==> src/rtl/jk_cmd_sequencer.sv <==
// rtl/jk_cmd_sequencer.sv - FIFO-buffered J/K command sequencer; optional shadow checker under JK_SEQ_SHADOW_EN
module jk_cmd_sequencer #(
    parameter int DEPTH = 4,
    parameter int CNT_W = 4
) (
    input  logic                     clk,
    input  logic                     rst,
    input  logic                     cmd_valid,
    output logic                     cmd_ready,
    input  logic [1:0]               cmd_op,
    input  logic [CNT_W-1:0]         cmd_rpt,
    output logic                     j,
    output logic                     k,
    output logic                     busy,
    output logic [$clog2(DEPTH):0]   level,
    input  logic                     q_fb,
    output logic                     mismatch
);
    localparam int AW = $clog2(DEPTH);
    localparam int EW = 2 + CNT_W;

    typedef enum logic {IDLE = 1'b0, RUN = 1'b1} state_t;

    logic [EW-1:0]    mem_q [DEPTH];
    logic [AW:0]      wr_ptr_q, wr_ptr_d;
    logic [AW:0]      rd_ptr_q, rd_ptr_d;
    state_t           state_q, state_d;
    logic [CNT_W-1:0] cnt_q, cnt_d;
    logic             j_q, j_d, k_q, k_d;
    logic             empty, full, push, pop;
    logic [EW-1:0]    head;

    // Extra pointer MSB distinguishes full from empty when the index bits match.
    assign empty     = (wr_ptr_q == rd_ptr_q);
    assign full      = (wr_ptr_q[AW] != rd_ptr_q[AW]) && (wr_ptr_q[AW-1:0] == rd_ptr_q[AW-1:0]);
    assign cmd_ready = !full;
    assign push      = cmd_valid && !full;
    assign head      = mem_q[rd_ptr_q[AW-1:0]];
    assign level     = wr_ptr_q - rd_ptr_q;
    assign busy      = (state_q == RUN) || !empty;
    assign j         = j_q;
    assign k         = k_q;

    // Command storage; contents need no reset since the pointers gate visibility.
    always_ff @(posedge clk) begin
        if (push) begin
            mem_q[wr_ptr_q[AW-1:0]] <= {cmd_op, cmd_rpt};
        end
    end

    // Next-state: load a new command whenever idle or the current one has expired.
    always_comb begin
        state_d = state_q;
        cnt_d   = cnt_q;
        j_d     = j_q;
        k_d     = k_q;
        pop     = 1'b0;
        case (state_q)
            IDLE: begin
                if (!empty) begin
                    pop = 1'b1;
                end else begin
                    j_d = 1'b0;
                    k_d = 1'b0;
                end
            end
            RUN: begin
                if (cnt_q != '0) begin
                    cnt_d = cnt_q - CNT_W'(1);
                end else if (!empty) begin
                    pop = 1'b1;
                end else begin
                    j_d     = 1'b0;
                    k_d     = 1'b0;
                    state_d = IDLE;
                end
            end
        endcase
        if (pop) begin
            {j_d, k_d} = head[EW-1:CNT_W];
            cnt_d      = head[CNT_W-1:0];
            state_d    = RUN;
        end
        wr_ptr_d = wr_ptr_q + {{AW{1'b0}}, push};
        rd_ptr_d = rd_ptr_q + {{AW{1'b0}}, pop};
    end

    // State, counter, drive and pointer registers.
    always_ff @(posedge clk or posedge rst) begin
        if (rst) begin
            state_q  <= IDLE;
            cnt_q    <= '0;
            j_q      <= 1'b0;
            k_q      <= 1'b0;
            wr_ptr_q <= '0;
            rd_ptr_q <= '0;
        end else begin
            state_q  <= state_d;
            cnt_q    <= cnt_d;
            j_q      <= j_d;
            k_q      <= k_d;
            wr_ptr_q <= wr_ptr_d;
            rd_ptr_q <= rd_ptr_d;
        end
    end

`ifdef JK_SEQ_SHADOW_EN
    logic sq_q, sq_valid_q, mismatch_q;

    assign mismatch = mismatch_q;

    // Shadow flip-flop follows JK rules; compare only once a set/clear has defined it.
    always_ff @(posedge clk or posedge rst) begin
        if (rst) begin
            sq_q       <= 1'b0;
            sq_valid_q <= 1'b0;
            mismatch_q <= 1'b0;
        end else begin
            if (sq_valid_q && (q_fb != sq_q)) begin
                mismatch_q <= 1'b1;
            end
            case ({j_q, k_q})
                2'b01:   sq_q <= 1'b0;
                2'b10:   sq_q <= 1'b1;
                2'b11:   sq_q <= ~sq_q;
                default: sq_q <= sq_q;
            endcase
            if (j_q ^ k_q) begin
                sq_valid_q <= 1'b1;
            end
        end
    end
`else
    logic unused_q_fb;
    assign unused_q_fb = q_fb;
    assign mismatch    = 1'b0;
`endif
endmodule

==> config.mk <==
export PLATFORM = sky130hd
export DESIGN_NAME = jk_cmd_sequencer
export DESIGN_NICKNAME = d
export VERILOG_FILES = /design/src/rtl/jk_cmd_sequencer.sv
export SDC_FILE = /design/constraint.sdc
export NUM_CORES = 1
export LEC_CHECK = 0
export CORE_ASPECT_RATIO = 0.5
export CORE_MARGIN = 3
export CORE_UTILIZATION = 40
export CTS_CLUSTER_DIAMETER = 200
export DETAILED_ROUTE_END_ITERATION = 8
export PLACE_DENSITY = 0.59
export SETUP_SLACK_MARGIN = 0.05
export SLEW_MARGIN = 20
export SYNTH_ARGS = -nofsm -noshare
export SYNTH_HDL_FRONTEND = slang
export SYNTH_SLANG_ARGS = --single-unit
==> constraint.sdc <==
create_clock -name clk -period 2.2 [get_ports clk]
set_input_delay 0.44 -clock clk [delete_from_list [all_inputs] [get_ports clk]]
set_output_delay 0.44 -clock clk [all_outputs]
set_load 0.05 [all_outputs]
==> impl_metrics.json <==
{
  "synth_edf_count": 24,
  "end_kind": "output port",
  "synthSimpleGateAreaFrac_pct": 4.61,
  "vias_per_cell": 5.08,
  "synthXorXnorAreaFrac_pct": 2.61,
  "core.rowCount": 15,
  "insertedDiodeCount": 0,
  "grt_start_max_net_pins": 14,
  "postCtsHoldBufs": 0,
  "run_status": "finished clean",
  "worstSetupStartpoint": "rd_ptr_q[1]",
  "detail_route.wl_per_cell_um": 16.2,
  "die_width_um": 96.2,
  "globalplace.congestion": 0.831,
  "track_usage_pct": 14.1,
  "cts_tree": "built",
  "multi_input_area_um2": 604,
  "cp_max_fo": 6,
  "antenna_found_initial": 0,
  "final.period_utilization_pct": 94.0,
  "numCtsBuffers": 5,
  "nNetsFinal": 147,
  "max_slew.worst_pin.slew_ns": 0.499,
  "cts.htree.levels": 2,
  "floorplan.die.height_um": 51.1,
  "synth_top_cell_area_share_pct": 44.3,
  "tns_ns": 0,
  "io-pin-count": 18,
  "layout_common_cells": "sky130_fd_sc_hd__edfxtp_1 (24), sky130_fd_sc_hd__buf_4 (12), sky130_fd_sc_hd__dfrtp_1 (10), sky130_fd_sc_hd__clkdlybuf4s50_1 (10), sky130_fd_sc_hd__inv_1 (9)",
  "number_of_clock_sinks_seen_by_cts": 37,
  "finalSetupViolations": 0,
  "place.port_buffers": 15,
  "n_fill_cell": 289,
  "via_count_of_the_routed_design": 915,
  "global_route_wire_length_before_repair_um": 4900,
  "number_of_search_and_repair_iterations_in_the_first_detailed_routing_pass": 4,
  "synth_compound_area_share_pct": 5.61,
  "antenna_violating_nets_post_route": 0,
  "gr_overflow_total": 0,
  "ctsRootBufferMaster": "sky130_fd_sc_hd__clkbuf_8",
  "synthDominantAreaCellType": "sky130_fd_sc_hd__edfxtp_1",
  "max-slew-margin-rel_pct": 66.7,
  "layout_commonest_cell": "sky130_fd_sc_hd__edfxtp_1",
  "hold_path_class": "in -> async",
  "yosysWarningCount": 0,
  "finalWorstSetupSlack_ns": 0.131,
  "finalCoreUtilization_pct": 58.0,
  "syn-instance-count": 98,
  "clk_pin_slew_ns": 0.08,
  "worst_ep_arrival_time_ns": 1.63,
  "critPathKind": "reg -> out",
  "report.final.slew_viol_count": 0,
  "register_area_um2": 1050,
  "synth.ff_latch_count": 37,
  "synth_async_reset_ratio_pct": 35.1,
  "layout_min_cycle_time_ns": 2.07,
  "adder_cell_fraction_of_synth_area_pct": 7.38,
  "synth-seq-area-share_pct": 64.3,
  "timing.clock.skew_ns": 0.00925,
  "insertion_delay_ns": 0.29,
  "timing.fmax_ghz": 0.483,
  "clk_path_buf_depth": 2,
  "syn_to_final_growth_pct": 30.4,
  "synth.area.mux_share_pct": 11.1,
  "hold_violations": 0,
  "layout-drive-gt1-share_pct": 38.0,
  "start_kind": "flop",
  "die_area_um2": 4920,
  "synth.top_cells.by_area": "sky130_fd_sc_hd__edfxtp_1 (44%), sky130_fd_sc_hd__dfrtp_1 (20%), sky130_fd_sc_hd__mux4_1 (6.5%)",
  "first_iter_violations": 27,
  "synth_nets": 117,
  "coreArea_um2": 3660,
  "post_synthesis_mean_instance_area_um2": 16.6,
  "drc_errors": 0,
  "place_ws_ns": 0.188,
  "initial_core_util_pct": 44.5,
  "cap_violations": 0,
  "routed_wl_um": 2920,
  "vias_in_the_first_global_route": 949,
  "rsz0062_at_grt": "true",
  "synth_top_flop_cell": "sky130_fd_sc_hd__edfxtp_1",
  "dominant_combinational_cell_family_by_area_after_synthesis": "multiplexers",
  "synth_cell_types": 31,
  "dpl.hpwl_um": 2160,
  "regToRegStartpoint": "cnt_q[0]",
  "ff2ff_path_depth": 9,
  "mapped_cell_area_um2": 1630,
  "critPathRequiredTime_ns": 1.76
}
## stage by stage
step	instances	hold WS [ns]	cell area, um2
6_report	180	0.481	2120
5_1_grt	180	0.517	2120
4_1_cts	180	0.503	2110
3_5_place_dp	167	0.510	1970
3_3_place_gp	167	0.494	1970
2_1_floorplan	98	0.317	1710
## logic make-up (layout without fill, tap and decap cells)
kind of cell	count (synthesis)	count (layout)
AND/OR/NAND/NOR	14	14
flip-flops	37	37
other	1	1
multiplexers	9	9
XOR/XNOR	4	4
AO/OA/AOI/OAI	9	9
adder cells (fa/ha/maj)	9	9
buffers and inverters	15	46
## critical path, stage by stage (launching register included)
cell and delay [ns]:
sky130_fd_sc_hd__dfrtp_2 0.43, sky130_fd_sc_hd__inv_2 0.06, sky130_fd_sc_hd__ha_4 0.28, sky130_fd_sc_hd__nand3_4 0.10, sky130_fd_sc_hd__or2_2 0.29, sky130_fd_sc_hd__buf_4 0.19
## cell usage after synthesis, types with 2 or more instances
master	count
sky130_fd_sc_hd__edfxtp_1	24
sky130_fd_sc_hd__dfrtp_1	13
sky130_fd_sc_hd__inv_1	12
sky130_fd_sc_hd__ha_1	8
sky130_fd_sc_hd__mux4_1	4
sky130_fd_sc_hd__nor3_1	4
sky130_fd_sc_hd__nor2_1	3
sky130_fd_sc_hd__a221o_1	2
sky130_fd_sc_hd__a22o_1	2
sky130_fd_sc_hd__mux2i_1	2
sky130_fd_sc_hd__mux4_2	2
sky130_fd_sc_hd__nand2_1	2
sky130_fd_sc_hd__xor2_1	2
## timing repair
item / CTS / global route
endpoints found under the setup margin: 3 / 2
pin swaps: 2 / 1
buffers inserted: 5 / 0
resized for setup: 3 / 2
## state kept, by name, summed over array words and instances, names as in the netlist
register  count
mem_q        24
rd_ptr_q      3
k             1
wr_ptr_q      3
j             1
state_q       1
cnt_q         4
## path summary, 6_finish.rpt
| check | to | slack, ns |
|---|---|---|
| max | busy | 0.13 |
| min | k | 0.48 |
| max reg2reg | rd_ptr_q[2] | 0.30 |
| min reg2reg | j | 0.52 |
| max in group asynchronous | wr_ptr_q[0] | 1.36 |
| min in group clk | j | 0.52 |
## metal layers
metal | GRT usage, % | wire length (um) | vias up | share of wire [%]
li1 | - | - | 428 | -
met1 | 19.6 | 1460 | 465 | 50
met2 | 20.6 | 1310 | 20 | 45
met3 | 4.85 | 137 | 2 | 4.7
met4 | 4.95 | 15 | 0 | 0.51
met5 | 0 | 0 | - | 0
## layout make-up
cell class,instances,area share (%)
Clock buffer,5,3.24
Clock inverter,3,1.00
Tap cell,51,3.01
Multi-Input combinational cell,46,28.5
Inverter,12,2.12
Timing Repair Buffer,26,12.7
Sequential cell,37,49.4
Power is not shown: default switching activity piles up to over one toggle a cycle in this logic, so the estimate is an artifact.
